--- config.mk ---
export PLATFORM = sky130hd
export DESIGN_NAME = tuning_dial
export DESIGN_NICKNAME = d
export VERILOG_FILES = /design/src/rtl/tuning_pkg.sv /design/src/rtl/tuning_dial_debounce.sv /design/src/rtl/tuning_dial.sv
export SDC_FILE = /design/constraint.sdc
export NUM_CORES = 1
export LEC_CHECK = 0
export ABC_CLOCK_PERIOD_IN_PS = 11400
export CAP_MARGIN = 20
export CORE_MARGIN = 3
export CORE_UTILIZATION = 38
export CTS_BUF_LIST = sky130_fd_sc_hd__clkbuf_8
export DETAILED_ROUTE_END_ITERATION = 8
export PLACE_DENSITY = 0.52
export SLEW_MARGIN = 25
export SYNTH_ARGS = -nofsm -noshare
export SYNTH_HDL_FRONTEND = slang
export SYNTH_SLANG_ARGS = --single-unit
--- constraint.sdc ---
create_clock -name aclk -period 11.4 [get_ports aclk]
set_input_delay 2.28 -clock aclk [delete_from_list [all_inputs] [get_ports aclk]]
set_output_delay 2.28 -clock aclk [all_outputs]
set_load 0.01 [all_outputs]
--- src/rtl/tuning_pkg.sv ---
// tuning_pkg: widths, NCO conversion constants and FSM encoding shared by the tuning dial.
package tuning_pkg;
  localparam int PHASE_W = 27;
  localparam int FQ_W = 23;
  localparam longint unsigned PHASE_MULT = 140_737_488;
  localparam int PHASE_SHIFT = 24;
  localparam int SAMPLE_CLK_FQ = 16_000_000;
  localparam int PROD_W = PHASE_SHIFT + PHASE_W;
  typedef enum logic [1:0] {S_IDLE, S_STEP, S_MUL, S_OUT} state_t;
  // Round-to-nearest of fq * 2^27 / 16 MHz; the product never exceeds 51 bits for fq < 2^23
  function automatic logic [PHASE_W-1:0] fq_to_phase(input logic [FQ_W-1:0] fq);
    logic [PROD_W-1:0] p;
    p = PROD_W'(fq) * PROD_W'(PHASE_MULT) + (PROD_W'(1) << (PHASE_SHIFT - 1));
    return p[PHASE_SHIFT +: PHASE_W];
  endfunction
endpackage

--- src/rtl/tuning_dial_debounce.sv ---
// debounce: 2-FF synchronizer followed by a stability counter that accepts a level
// only after it has differed from the output for CYCLES consecutive cycles.
module debounce #(
  parameter int unsigned CYCLES = 128_000
) (
  input  logic aclk,
  input  logic reset,
  input  logic din,
  output logic dout
);
  localparam int CW = $clog2(CYCLES + 1);
  logic s1_q, s2_q, dout_q, dout_d;
  logic [CW-1:0] cnt_q, cnt_d, inc;
  always_ff @(posedge aclk) begin
    s1_q <= din;
    s2_q <= s1_q;
  end
  always_comb begin
    inc = cnt_q + 1'b1;
    cnt_d = s2_q != dout_q && inc != CW'(CYCLES) ? inc : '0;
    dout_d = s2_q != dout_q && inc == CW'(CYCLES) ? s2_q : dout_q;
  end
  // Reset adopts the current synchronized level so release never looks like an edge
  always_ff @(posedge aclk) begin
    if (reset) begin
      dout_q <= s2_q;
      cnt_q <= '0;
    end else begin
      dout_q <= dout_d;
      cnt_q <= cnt_d;
    end
  end
  assign dout = dout_q;
endmodule

--- src/rtl/tuning_dial.sv ---
// tuning_dial: decodes debounced dial detents into band-limited frequency steps and
// publishes the matching NCO phase increment with a one-cycle valid pulse.
module tuning_dial import tuning_pkg::*; #(
  parameter int unsigned FQ_MIN = 500_000,
  parameter int unsigned FQ_MAX = 1_800_000,
  parameter int unsigned FQ_RESET = 1_000_000,
  parameter int unsigned STEP_FINE = 1_000,
  parameter int unsigned STEP_COARSE = 9_000,
  parameter int unsigned DEBOUNCE_CYCLES = 128_000
) (
  input  logic aclk,
  input  logic reset,
  input  logic fq_ck,
  input  logic fq_dt,
  input  logic step_sel,
  output logic [FQ_W-1:0] fq_hz,
  output logic [PHASE_W-1:0] phase_inc,
  output logic phase_inc_valid
);
  state_t state_q, state_d;
  logic ck_db, dt_db, ck_prev_q, detent, idle_go, direct, capture;
  logic boot_q, pend_q, pend_d, pend_up_q, pend_up_d, pend_crs_q, pend_crs_d;
  logic cur_up_q, cur_up_d, cur_crs_q, cur_crs_d, valid_q, valid_d;
  logic [FQ_W-1:0] fq_q, fq_d, step, fq_step;
  logic [FQ_W:0] up_sum;
  logic [PHASE_W-1:0] phase_q, phase_d;
  debounce #(.CYCLES(DEBOUNCE_CYCLES)) u_ck (
    .aclk(aclk),
    .reset(reset),
    .din(fq_ck),
    .dout(ck_db)
  );
  debounce #(.CYCLES(DEBOUNCE_CYCLES)) u_dt (
    .aclk(aclk),
    .reset(reset),
    .din(fq_dt),
    .dout(dt_db)
  );
  always_ff @(posedge aclk)
    state_q <= reset ? S_IDLE : state_d;
  // boot_q forces one conversion of FQ_RESET right after reset
  always_comb begin
    state_d = S_IDLE;
    case (state_q)
      S_IDLE: state_d = boot_q ? S_MUL : (pend_q || detent) ? S_STEP : S_IDLE;
      S_STEP: state_d = fq_step != fq_q ? S_MUL : S_IDLE;
      S_MUL: state_d = S_OUT;
      default: state_d = S_IDLE;
    endcase
  end
  // A detent is taken directly only in a free IDLE; otherwise it fills the empty pending slot or is dropped
  always_comb begin
    detent = ck_prev_q & ~ck_db;
    idle_go = state_q == S_IDLE && !boot_q;
    direct = idle_go && !pend_q && detent;
    capture = !pend_q && detent && !direct;
    step = cur_crs_q ? FQ_W'(STEP_COARSE) : FQ_W'(STEP_FINE);
    up_sum = {1'b0, fq_q} + {1'b0, step};
    fq_step = cur_up_q ? (up_sum > (FQ_W + 1)'(FQ_MAX) ? FQ_W'(FQ_MAX) : up_sum[FQ_W-1:0])
                       : ({1'b0, fq_q} < (FQ_W + 1)'(FQ_MIN) + {1'b0, step} ? FQ_W'(FQ_MIN) : fq_q - step);
    pend_d = pend_q ? !idle_go : capture;
    pend_up_d = capture ? dt_db : pend_up_q;
    pend_crs_d = capture ? step_sel : pend_crs_q;
    cur_up_d = direct ? dt_db : (idle_go && pend_q) ? pend_up_q : cur_up_q;
    cur_crs_d = direct ? step_sel : (idle_go && pend_q) ? pend_crs_q : cur_crs_q;
    fq_d = state_q == S_STEP ? fq_step : fq_q;
    phase_d = state_q == S_MUL ? fq_to_phase(fq_q) : phase_q;
    valid_d = state_q == S_MUL;
  end
  always_ff @(posedge aclk) begin
    if (reset) begin
      boot_q <= 1'b1;
      ck_prev_q <= 1'b0;
      pend_q <= 1'b0;
      pend_up_q <= 1'b0;
      pend_crs_q <= 1'b0;
      cur_up_q <= 1'b0;
      cur_crs_q <= 1'b0;
      fq_q <= FQ_W'(FQ_RESET);
      phase_q <= '0;
      valid_q <= 1'b0;
    end else begin
      boot_q <= 1'b0;
      ck_prev_q <= ck_db;
      pend_q <= pend_d;
      pend_up_q <= pend_up_d;
      pend_crs_q <= pend_crs_d;
      cur_up_q <= cur_up_d;
      cur_crs_q <= cur_crs_d;
      fq_q <= fq_d;
      phase_q <= phase_d;
      valid_q <= valid_d;
    end
  end
  assign fq_hz = fq_q;
  assign phase_inc = phase_q;
  assign phase_inc_valid = valid_q;
endmodule

==> impl_metrics.tcl <==
set metrics [dict create \
    synthArstFlopShare_pct 0 \
    synth_seq_cells 100 \
    maxCapViolCount 0 \
    critPathArrivalTime_ns 9.45 \
    finalClockSkew_ns 0.0204 \
    worstHoldEndpoint "u_dt.s2_q$_DFF_P_" \
    timing.rr.end "phase_inc[26]$_SDFFE_PP0P_" \
    vias 13300 \
    syn-instance-count 1886 \
    detail_route.first_pass.iterations 6 \
    yosysWarnings 0 \
    ctsHoldBuffers 0 \
    synth_top_area_cell "fa_1" \
    syn_area_um2 16300 \
    dieWidth_um 213 \
    io_buffers 55 \
    start_util_pct 38.7 \
    syn_to_final_growth_pct 7.97 \
    fin_crit_sh_pct 80.0 \
    cts.clk_slew.worst_paths_ns 0.10 \
    critPathLaunchType "flip-flop" \
    grt_pass1_vias 13400 \
    synth_top_area_share_pct 22.7 \
    reg2reg_slack_ns 2.28 \
    dp_slack_ns 2.44 \
    path_class "reg2reg" \
    syn_area_per_cell_um2 8.64 \
    gp_congestion 0.930 \
    setup_viol 0 \
    worstPathRequired_ns 11.73 \
    synth_edf_count 2 \
    rsz0062_at_grt "false" \
    setup_ws_ns 2.28 \
    dp.cells 2434 \
    grt-ovfl-total 0 \
    yosysSeqAreaShare_pct 12.4 \
    path_max_fanout 9 \
    hold_path_class "reg2reg" \
    dpl.hpwl_um 40300 \
    ys_top_cells_by_area "fa_1 23%, ha_1 20%, dfxtp_1 12%" \
    drive_above_1_share_pct 3.24 \
    ioPinCount 56 \
    postCtsSetupBuffers 0 \
    r2r_cells 27 \
    min_from "u_dt.s1_q$_DFF_P_" \
    grt_pass1_wl_um 78800 \
    clk_latency_ns 0.44 \
    tns_ns 0 \
    row_count 75 \
    h-tree-depth 3 \
    period_minus_slack_ns 9.12 \
    holdPathStages 0 \
    cts_tree "done" \
    cts_resized 0 \
    numCtsBuffers 9 \
    wirelength_um 49400 \
    finalMaxSlewViolations 0 \
    worst_slew_pin_slew_ns 1.08 \
    hold_viol 0 \
    synth_nets 2330 \
    status "finished, final reports clean" \
    synth_ff_type "dfxtp_1" \
    cts_root_buffer "clkbuf_8" \
    fmax_ghz 0.110 \
    fin_cells 2450 \
    cts.sinks 100 \
    maxSlewHeadroom_pct 26.3 \
    grt_usage_pct 22.7 \
    drc 0 \
    nets 2350 \
    ys_types 87 \
    core_um2 42100 \
    crit_path_end_kind "flip-flop" \
    vias_per_cell 5.42 \
    initialDrtViolationCount 968 \
    antenna_cells 0 \
    avgRoutedWirePerCell_um 20.2 \
    antenna_found_initial 0 \
    die_h_um 213 \
    grt_max_degree 63 \
    postRouteAntennaNets 0 \
    die_area_um2 45400 \
    cts_max_path_buffers 2 \
    r2r_start "fq_hz[7]$_SDFFE_PP0P_" \
]
-- flip-flops by register name, summed over array words and instances, names as in the netlist, 2 cells and up --
signal / cells
fq_hz: 23
state_q: 2
u_ck.cnt_q: 17
phase_inc: 27
u_dt.cnt_q: 17
-- cells in the mapped netlist, drive strengths merged, types with 5 or more instances --
| cell | count |
|---|---|
| inv | 320 |
| ha | 254 |
| fa | 185 |
| nor2 | 138 |
| nand2 | 106 |
| dfxtp | 98 |
| a21oi | 95 |
| o21ai | 61 |
| xnor2 | 55 |
| clkbuf | 50 |
| xor2 | 49 |
| nand3 | 46 |
| a211oi | 41 |
| nor3 | 33 |
| nand4 | 27 |
| a31oi | 23 |
| and3 | 22 |
| a21o | 20 |
| nor4 | 18 |
| o211ai | 16 |
| and2 | 15 |
| buf | 15 |
| nand2b | 13 |
| o21a | 11 |
| a221oi | 10 |
| and4 | 10 |
| nor2b | 10 |
| o31ai | 9 |
| or3 | 9 |
| mux2i | 8 |
| o21bai | 7 |
| or2 | 7 |
| a2111oi | 6 |
| a211o | 6 |
| a31o | 6 |
| o221ai | 6 |
| a221o | 5 |
| nand3b | 5 |
| o22ai | 5 |
| or4 | 5 |
-- area by class of cell --
| class | count | area, um2 |
|---|---|---|
| Multi-Input combinational cell | 1399 | 12800 |
| Fill cell | 4245 | 24600 |
| Clock buffer | 9 | 124 |
| Tap cell | 539 | 674 |
| Inverter | 321 | 1200 |
| Sequential cell | 100 | 2020 |
| Timing Repair Buffer | 75 | 708 |
| Clock inverter | 7 | 63.8 |
-- worst max-delay path by stage --
stage / cells past startpoint / to / start
global placement: 27 / phase_inc[26]$_SDFFE_PP0P_ / fq_hz[7]$_SDFFE_PP0P_
detailed placement: 27 / phase_inc[26]$_SDFFE_PP0P_ / fq_hz[7]$_SDFFE_PP0P_
global route: 27 / phase_inc[26]$_SDFFE_PP0P_ / fq_hz[6]$_SDFFE_PP1P_
finish: 27 / phase_inc[26]$_SDFFE_PP0P_ / fq_hz[7]$_SDFFE_PP0P_
CTS: 27 / phase_inc[26]$_SDFFE_PP0P_ / fq_hz[7]$_SDFFE_PP0P_
floorplan: 30 / phase_inc[26]$_SDFFE_PP0P_ / fq_hz[5]$_SDFFE_PP0P_
-- per-stage QoR --
step | hold slack [ns] | area, um2 | utilization, %
floorplan | 0.310 | 16300 | -
global placement | 0.336 | 17400 | 41.2
detailed placement | 0.339 | 17400 | 41.3
CTS | 0.357 | 17600 | 41.7
global route | 0.357 | 17600 | 41.7
finish | 0.352 | 17600 | 41.7
-- critical path, cell delays in order (launching register included) --
cell and delay (ns):
dfxtp_1 0.61, inv_1 0.29, fa_1 0.59, inv_1 0.11, fa_1 0.51, inv_1 0.06, fa_1 0.54, inv_1 0.05
fa_1 0.50, inv_1 0.05, fa_1 0.51, inv_1 0.07, fa_1 0.53, inv_1 0.06, fa_1 0.54, inv_1 0.04
ha_1 0.42, nand4_1 0.16, nor4_1 0.38, nor2_1 0.13, a2111oi_0 0.86, nor3_1 0.23, nor2_1 0.23, xor2_1 0.31
and4_1 0.41, nand3_2 0.14, or4_1 0.52, and3_1 0.17
-- cells in the final DEF, fill, tap and decap left out, types with 6 or more instances in the layout --
cell type / instances
o21ai_0: 57
inv_1: 323
mux2i_1: 8
dfxtp_1: 98
or2_2: 6
nand2b_1: 13
a221oi_1: 10
o211ai_1: 16
a211o_1: 6
nand2_1: 105
buf_4: 19
a21oi_1: 92
o221ai_1: 6
a211oi_1: 41
fa_1: 185
o31ai_1: 9
and4_1: 10
nor2b_1: 9
a31o_2: 6
or3_1: 9
and2_1: 13
ha_1: 254
o21a_1: 11
and3_1: 22
nand3_1: 45
nor2_1: 138
a31oi_1: 23
a21o_1: 20
nor4_1: 16
clkdlybuf4s50_1: 54
o21bai_1: 7
nor3_1: 33
clkbuf_8: 9
xor2_1: 49
nand4_1: 26
xnor2_1: 55
-- layer usage --
metal  track usage (%)  wire, um
met1              32.9     23800
met2              35.0     21700
met3              2.82      2290
met4              7.59      1520
met5                 0         0
-- logic make-up after synthesis --
| group | Yosys count | synth area share (%) |
|---|---|---|
| and+or+nand+nor | 483 | 14.9 |
| adders and majority gates | 439 | 42.3 |
| buffers and inverters | 387 | 9.12 |
| AOI/OAI and AO/OA | 365 | 15.2 |
| xor gates and xnor gates | 104 | 5.59 |
| DFF | 100 | 12.4 |
| muxes | 8 | 0.492 |
Power is left out: the tool's default activity adds up to more than one toggle a clock period on the data nets, which glitch-free logic cannot reach.
